**config.mk**
```make
export PLATFORM = sky130hd
export DESIGN_NAME = pc_branch_unit_flat
export DESIGN_NICKNAME = d
export VERILOG_FILES = /design/src/rtl/pc_pkg.sv /design/src/rtl/pc_branch_unit_if.sv /design/src/rtl/ras_stack.sv /design/src/rtl/pc_branch_unit.sv /design/src/flat_wrapper.sv
export SDC_FILE = /design/constraint.sdc
export NUM_CORES = 1
export LEC_CHECK = 0
export ABC_CLOCK_PERIOD_IN_PS = 7420
export BUFFER_PORTS_ARGS = -buffer_cell sky130_fd_sc_hd__buf_4
export CORE_UTILIZATION = 35
export DETAILED_ROUTE_END_ITERATION = 10
export PLACE_DENSITY = 0.64
export SLEW_MARGIN = 5
export SYNTH_ARGS = -nofsm -noshare
export SYNTH_HDL_FRONTEND = slang
export SYNTH_SLANG_ARGS = --single-unit
```
**constraint.sdc**
```tcl
create_clock -name clk -period 7.42 [get_ports clk]
set_clock_uncertainty 0.05 [all_clocks]
set_input_delay 0.742 -clock clk [delete_from_list [all_inputs] [get_ports clk]]
set_output_delay 0.742 -clock clk [all_outputs]
set_load 0.03 [all_outputs]
```
**src/rtl/pc_pkg.sv**
```systemverilog
// Shared types and defaults for the program-counter / branch unit.
package pc_pkg;

    localparam int PC_W_DEF      = 8;
    localparam int RAS_DEPTH_DEF = 4;

    typedef enum logic [2:0] {
        BLT  = 3'd0,
        BNE  = 3'd1,
        BEQ  = 3'd2,
        BGE  = 3'd3,
        JMP  = 3'd4,
        CALL = 3'd5,
        RET  = 3'd6,
        RSV  = 3'd7
    } br_mode_t;

    // Conditional-branch decision from the signed comparison result (a-b).
    function automatic logic cond_taken(br_mode_t mode, logic [7:0] cmp);
        case (mode)
            BLT:     return cmp[7];
            BNE:     return cmp != 8'd0;
            BEQ:     return cmp == 8'd0;
            BGE:     return !cmp[7];
            default: return 1'b0;
        endcase
    endfunction

endpackage

```
**src/rtl/pc_branch_unit_if.sv**
```systemverilog
// Control-transfer request inputs and PC / return-stack status outputs.
interface pc_branch_if
    import pc_pkg::*;
#(
    parameter int PC_W      = PC_W_DEF,
    parameter int RAS_DEPTH = RAS_DEPTH_DEF
);
    logic                             halt;
    logic                             br_en;
    br_mode_t                         br_mode;
    logic [7:0]                       cmp;
    logic [PC_W-1:0]                  offset;
    logic [PC_W-1:0]                  pc;
    logic [$clog2(RAS_DEPTH+1)-1:0]   ras_count;
    logic                             ras_overflow;
    logic                             ras_underflow;

    modport master (
        output halt, br_en, br_mode, cmp, offset,
        input  pc, ras_count, ras_overflow, ras_underflow
    );

    modport slave (
        input  halt, br_en, br_mode, cmp, offset,
        output pc, ras_count, ras_overflow, ras_underflow
    );
endinterface

```
**src/rtl/ras_stack.sv**
```systemverilog
// Return-address stack: LIFO of link addresses with occupancy count.
module ras_stack #(
    parameter int W     = 8,
    parameter int DEPTH = 4
) (
    input  logic                           clk,
    input  logic                           reset,
    input  logic                           hold,
    input  logic                           push,
    input  logic                           pop,
    input  logic [W-1:0]                   push_data,
    output logic                           full,
    output logic                           empty,
    output logic [W-1:0]                   top,
    output logic [$clog2(DEPTH+1)-1:0]     count
);
    localparam int IW = (DEPTH > 1) ? $clog2(DEPTH) : 1;
    localparam int CW = $clog2(DEPTH+1);

    logic [W-1:0]  mem [0:(1<<IW)-1];
    logic [CW-1:0] count_q = '0;
    logic [IW-1:0] wr_idx;
    logic [IW-1:0] top_idx;

    assign wr_idx  = IW'(count_q);
    assign top_idx = wr_idx - IW'(1);
    assign full    = (count_q == CW'(DEPTH));
    assign empty   = (count_q == '0);
    assign top     = mem[top_idx];
    assign count   = count_q;

    // Occupancy count: push grows, pop shrinks, hold freezes.
    always_ff @(posedge clk) begin
        // NOTE: sequential state uses non-blocking assignments so every register samples pre-edge values.
        if (reset) begin
            count_q <= '0;
        end else if (!hold) begin
            if (push && !full)
                count_q <= count_q + CW'(1);
            else if (pop && !empty)
                count_q <= count_q - CW'(1);
        end
    end

    // Entry storage: written on a legal push only.
    always_ff @(posedge clk) begin
        // NOTE: entries have no reset; a zero count already makes stale contents unreachable.
        if (!reset && !hold && push && !full)
            mem[wr_idx] <= push_data;
    end

endmodule

```
**src/rtl/pc_branch_unit.sv**
```systemverilog
// Program counter with conditional branches, jumps and call/return via a return-address stack.
module pc_branch_unit
    import pc_pkg::*;
#(
    parameter int PC_W      = PC_W_DEF,
    parameter int RAS_DEPTH = RAS_DEPTH_DEF
) (
    input  logic        clk,
    input  logic        reset,
    pc_branch_if.slave  bus
);
    logic [PC_W-1:0] pc_q = '0;
    logic            ovf_q = 1'b0;
    logic            unf_q = 1'b0;

    logic [PC_W-1:0] pc_seq;
    logic [PC_W-1:0] pc_rel;
    logic [PC_W-1:0] pc_next;
    logic [PC_W-1:0] ras_top;
    logic            ras_full;
    logic            ras_empty;
    logic            do_push;
    logic            do_pop;
    logic            set_ovf;
    logic            set_unf;

    // Next-PC selection and stack requests for the current instruction.
    always_comb begin
        // NOTE: every output gets a default first so no path leaves it unassigned (no latch).
        pc_seq  = pc_q + PC_W'(1);
        pc_rel  = pc_q + bus.offset;
        pc_next = pc_seq;
        do_push = 1'b0;
        do_pop  = 1'b0;
        set_ovf = 1'b0;
        set_unf = 1'b0;
        if (bus.br_en) begin
            case (bus.br_mode)
                BLT, BNE, BEQ, BGE: begin
                    if (cond_taken(bus.br_mode, bus.cmp))
                        pc_next = pc_rel;
                end
                JMP: pc_next = pc_rel;
                CALL: begin
                    pc_next = pc_rel;
                    if (ras_full) set_ovf = 1'b1;
                    else          do_push = 1'b1;
                end
                RET: begin
                    if (ras_empty) begin
                        set_unf = 1'b1;
                    end else begin
                        pc_next = ras_top;
                        do_pop  = 1'b1;
                    end
                end
                default: ;
            endcase
        end
    end

    // PC and sticky stack-error flags; reset beats halt.
    always_ff @(posedge clk) begin
        if (reset) begin
            pc_q  <= '0;
            ovf_q <= 1'b0;
            unf_q <= 1'b0;
        end else if (!bus.halt) begin
            pc_q <= pc_next;
            if (set_ovf) ovf_q <= 1'b1;
            if (set_unf) unf_q <= 1'b1;
        end
    end

    ras_stack #(
        .W     (PC_W),
        .DEPTH (RAS_DEPTH)
    ) u_ras (
        .clk       (clk),
        .reset     (reset),
        .hold      (bus.halt),
        .push      (do_push),
        .pop       (do_pop),
        .push_data (pc_seq),
        .full      (ras_full),
        .empty     (ras_empty),
        .top       (ras_top),
        .count     (bus.ras_count)
    );

    assign bus.pc            = pc_q;
    assign bus.ras_overflow  = ovf_q;
    assign bus.ras_underflow = unf_q;

endmodule

```
**src/flat_wrapper.sv**
```systemverilog
// flat-port wrapper written by rule: the top's interface ports become plain ports
module pc_branch_unit_flat import pc_pkg::*;
#(
    parameter int PC_W      = PC_W_DEF,
    parameter int RAS_DEPTH = RAS_DEPTH_DEF
)
  (clk, reset, bus_halt, bus_br_en, bus_br_mode, bus_cmp, bus_offset, bus_pc, bus_ras_count, bus_ras_overflow, bus_ras_underflow);
  pc_branch_if #(.PC_W(PC_W), .RAS_DEPTH(RAS_DEPTH)) bus_i ();
  input  logic clk;
  input  logic reset;
  input wire logic [$bits(bus_i.halt)-1:0] bus_halt;
  input wire logic [$bits(bus_i.br_en)-1:0] bus_br_en;
  input wire logic [$bits(bus_i.br_mode)-1:0] bus_br_mode;
  input wire logic [$bits(bus_i.cmp)-1:0] bus_cmp;
  input wire logic [$bits(bus_i.offset)-1:0] bus_offset;
  output wire logic [$bits(bus_i.pc)-1:0] bus_pc;
  output wire logic [$bits(bus_i.ras_count)-1:0] bus_ras_count;
  output wire logic [$bits(bus_i.ras_overflow)-1:0] bus_ras_overflow;
  output wire logic [$bits(bus_i.ras_underflow)-1:0] bus_ras_underflow;
  assign bus_i.halt = bus_halt;
  assign bus_i.br_en = bus_br_en;
  assign bus_i.br_mode = bus_br_mode;
  assign bus_i.cmp = bus_cmp;
  assign bus_i.offset = bus_offset;
  assign bus_pc = bus_i.pc;
  assign bus_ras_count = bus_i.ras_count;
  assign bus_ras_overflow = bus_i.ras_overflow;
  assign bus_ras_underflow = bus_i.ras_underflow;
  pc_branch_unit #(.PC_W(PC_W), .RAS_DEPTH(RAS_DEPTH)) u_core (.clk(clk), .reset(reset), .bus(bus_i));
endmodule
```
; ---- Yosys cells after proc, flatten, opt, wreduce, memory -nomap -nowiden
; Memory sizes are Yosys's and may differ from the RTL's.
; Cells that the tools add are included.
[word_totals]
in_bits = 23
ramBits = 32
mem_bits_ro = 0
mem_count = 1
latchBits = 0
reg_bits = 13
[mem_list]
columns = name, words, word_bits, read_ports, rd_ports_with_merged_regs, wr, line_no
row1 = u_core.u_ras.mem, 4, 8, 1, 0, 1, ras_stack.sv:20  ; logic [W-1:0] mem [0:(1<<IW)-1];
[op_classes]
reduce_logical = 20
n_div = 0
eq_ne = 7
n_lt_le_gt_ge = 0
shifts = 0
mux = 23
n_addsub = 5
n_bitwise = 1
multipliers = 0
[ops]
columns = op, count
row1 = $mux 8, 3
row2 = $pmux 8 s3, 1
row3 = $mux 1, 16
row4 = $eq 3x3->1 const B, 4
row5 = $add 8x1->8 const B, 1
row6 = $add 8x8->8, 1
row7 = $logic_not 8->1, 1
row8 = $reduce_bool 8->1, 1
row9 = $eq 3x2->1 const B, 2
row10 = $logic_not 3->1, 2
row11 = $mux 3, 2
row12 = $reduce_and 2->1, 3
row13 = $logic_and 1x1->1, 5
row14 = $logic_not 1->1, 5
row15 = $pmux 1 s4, 1
row16 = $reduce_or 4->1, 1
row17 = $add 3x1->3 const B, 1
row18 = $eq 3x1->1 const B, 1
row19 = $sub 3x1->3 const B, 1
row20 = $reduce_bool 2->1, 1
row21 = $reduce_or 2->1, 1
row22 = $sub 2x1->2 const B, 1
row23 = $not 1->1, 1

; ---- Longest topological paths before layout
[logic_depth]
word_depth = 8
ltp_mapped = 10
ltp_nobuf = 9

; ---- By module
; From an unflattened synthesis, not the netlist that was laid out.
[hier_totals]
hier_cells = 215
hier_area_um2 = 2580.0
[modules_own_cells]
columns = mod, area_each_um2, seq_area_each_um2, cells_per_inst, instances
row1 = ras_stack, 1447.6, 1021.0, 78, 1
row2 = pc_branch_unit, 1132.3, 200.2, 137, 1

; ---- Least setup slack after synthesis
; Ideal clock, no wire load.
[synth_path]
path_kind = register to register
start = register u_core.u_ras.count_q[0], in the netlist u_core.u_ras.count[0]
end = register u_core.pc_q[0], in the netlist u_core.bus.pc[0]
setup_time_ns = 0.120
path_stages_with_launch = 9
path_slack_ns = 4.468
path_buffers = 2
synth_period_minus_slack_ns = 2.952
arrival_ns = 2.782
required_time_ns = 7.250
path_cell_list = dfxtp_1 buf_2 inv_1 ha_1 clkbuf_1 mux4_2 a221o_1 o311a_1 a211o_1
[synth_via]
elab_chain_cells = 5
[synth_rtl]
columns = item, line_no
row1 = from (decl), ras_stack.sv:21  ; logic [CW-1:0] count_q = '0;
row2 = from (signal assigned), ras_stack.sv:39  ; count_q <= count_q + CW'(1);
row3 = from (signal assigned), ras_stack.sv:41  ; count_q <= count_q - CW'(1);
row4 = $sub 2x1->2, ras_stack.sv:26  ; assign top_idx = wr_idx - IW'(1);
row5 = named net u_core.u_ras.top_idx[0], ras_stack.sv:23  ; logic [IW-1:0] top_idx;
row6 = $mem_v2 4x8, -
row7 = $mux 8, pc_branch_unit.sv:50  ; if (ras_empty) begin
row8 = $pmux 8 s3, pc_branch_unit.sv:38  ; case (bus.br_mode)
row9 = $mux 8, pc_branch_unit.sv:37  ; if (bus.br_en) begin
row10 = to (signal assigned), pc_branch_unit.sv:69  ; pc_q <= pc_next;
row11 = to (decl), pc_branch_unit.sv:12  ; logic [PC_W-1:0] pc_q = '0;
; The timed path passes the listed nets, and every way through them passes these cells.
; A chain may end at the register's enable or synchronous reset.

; ---- Worst setup path in the final report
; Ends and elaborated chain as after synthesis.

==> results.txt <==
status: completed
Startpoint Class: register
DR iter-0 viols: 111
post-detail-place hpwl: 4441 microns
GRT Overall Usage: 16.39%
CTS root buffer: clkbuf_8
WL/cell: 16.44 microns
Port Buffer Count: 35
Worst EP required: 7560 ps
final hold viol count: 0
area of the die: 7631 sq um
min-delay src: u_core.bus.ras_overflow
WP buf/inv: 1
vias per inst: 5.318
FFs w/ async S/R, synth: 0%
DRT Pass-1 Iters: 4
crit path DAT: 3200 ps
Setup violations, final: 0
global-route wire length before repair: 9342 microns
worst vdd ir: 0.0001076 V
# IOs: 36
Synth top cells by count: edfxtp_1, inv_1, nor2_1, a21oi_1, dfxtp_1
area share of the leading cell type in the synthesized netlist: 37.68%
fin crit share: 41.22%
crit-path max FO: 14
H-tree lvl count: 2
total CTS buffers: 5
max cap viols: 0
min-delay worst type: register to register
Synth area leader: edfxtp_1
Clock transition at path regs: 80 ps
Placement Cell Area: 2897 sq um
syn avg cell area: 11.33 sq um
critical path class: register to register
Fmax: 326.9 MHz
nets: 295
Period minus WS final: 3059 ps
Synth Instances: 225
CP top delay family: compound AO/OA/AOI/OAI gates
Post-CTS Hold Fix Bufs: 0
Worst R2R End: u_core.bus.pc[0]
vias in the first global route: 1830
post_cts resized: 0
mapped cell area: 2550 sq um
critical path cell sequence: inv_1, ha_1, mux4_2, a221o_1, o311a_1, a211o_1
#FFs+latches synth: 45
biggest cell delay along the critical path: 850 ps
Slew Limit Fails: 0
number of flops mapped to enable cells by yosys: 32
vias: 1888
total gr overflow: 0
sequential fraction of the synthesis area: 47.89%
CORE AREA: 6907 sq um
layout cells sized above 1: 21.62%
ys flop type: edfxtp_1
reg2reg setup slack: 4360 ps
Area Overhead vs Synth: 16.73%
drt total wl: 5837 microns
CTS Buffer Depth: 2
Residual DRC: 0
Distinct cells, synth: 53
Power Density: 182.6 nW/um^2
Area contributors post-synth: edfxtp_1, dfxtp_1, mux4_2
initial antenna violation count: 0
largest net degree at the start of global routing: 19
synth warn: 0
Post-CTS Setup Inserts: 0
syn_nets: 262
clk_lat worst skew: 290 ps
gp weighted congestion: 0.7985
diode count: 0
worst relative slew slack: 32.89%
setup TNS: 0 ps
post-route cell area: 2977 sq um
Initial Utilization: 36.92%
Final ANT Viol Nets: 0
RSZ-0062 raised after global routing: false
cell count along the critical path: 6
Setup crit end: u_core.bus.pc[0]
CTS sink cnt: 45
most frequent cell after synthesis: edfxtp_1
DIE HEIGHT: 87.36 microns
CP max stage cell: dfxtp_1
slew of the pin with the lowest slew margin: 992.7 ps
leakage: 1.112 nW
Row Count: 30
Setup crit end kind: register
CTS tree: yes
Worst R2R Start: u_core.u_ras.count[0]
R2R cell count: 6
Crit. Startpoint: u_core.u_ras.count[0]
die width: 87.36 microns
[worst min-delay path: stages (launching register included)]
cell	delay, ps
dfxtp_1	340
nor2_1	50
nor2_1	70
[area by class of cell]
cell class | count | area, sq um
timing repair buffer | 35 | 262.8
sequential | 45 | 1221
clock buffer | 8 | 80.08
fill | 678 | 3930
multi-input combinational | 153 | 1225
inverter | 18 | 67.56
tap | 96 | 120.1
[report_power, final]
group / total (W) / internal (W) / switching, W
combinational: 0.000109 / 0.0000464 / 0.0000627
clock: 0.000147 / 0.0000671 / 0.0000798
sequential: 0.000288 / 0.000278 / 0.00000968
total: 0.000544 / 0.000391 / 0.000152
[worst min-delay path by stage]
| stage | to | slack (ps) | cells past startpoint |
|---|---|---|---|
| 2_1_floorplan | u_core.bus.ras_overflow | 550 | 2 |
| 3_3_place_gp | u_core.bus.ras_overflow | 410 | 2 |
| 3_5_place_dp | u_core.bus.ras_underflow | 420 | 2 |
| 4_1_cts | u_core.bus.ras_underflow | 440 | 2 |
| 5_1_grt | u_core.bus.ras_overflow | 460 | 2 |
| 6_report | u_core.bus.ras_overflow | 430 | 2 |
[routing by layer]
layer  global-route usage [%]  wire (microns)  vias up
met5                        0               0        -
met4                    3.428              44        0
met3                    3.507             288        6
met2                    26.70            2728       52
met1                    22.46            2776      920
li1                         -               -      910
[cells by family after synthesis]
kind of cell             after synthesis  synth area share [%]
buffers and inverters                 27                 4.072
multiplexers                          10                 7.900
AO/OA/AOI/OAI                         51                 14.28
flip-flops                            45                 47.89
adder cells (fa/ha/maj)               14                 7.458
XOR/XNOR                              16                 5.495
AND/OR/NAND/NOR                       62                 12.91
[placed cells by master, fill, tap and decap left out, drive strengths merged, types with 5 or more instances in the layout]
cell	count
nor3	7
xor2	5
buf	35
inv	18
nor2	15
nand3	9
ha	12
a21oi	14
edfxtp	32
o21ai	6
xnor2	11
mux4	8
dfxtp	13
nand2	11
clkbuf	8
[state kept, by name, indices dropped and copies added (netlist names)]
name	cells
u_core.bus.pc	8
u_core.bus.ras_overflow	1
u_core.bus.ras_underflow	1
u_core.u_ras.count	3
u_core.u_ras.mem	32
[through the flow]
stage	instances	setup WS, ps	total power [W]	hold WS [ps]	util, %
after detailed placement	347	4380	0.0004026	418.0	41.94
after floorplan	225	4468	0.0003655	552.8	-
final	355	4361	0.0005435	431.7	43.10
after global placement	347	4484	0.0004010	412.1	41.94
after global routing	355	4211	0.0005680	459.6	43.10
after CTS	355	4364	0.0005470	438.5	43.10
Note: power is estimated with default switching activity, not from simulation.
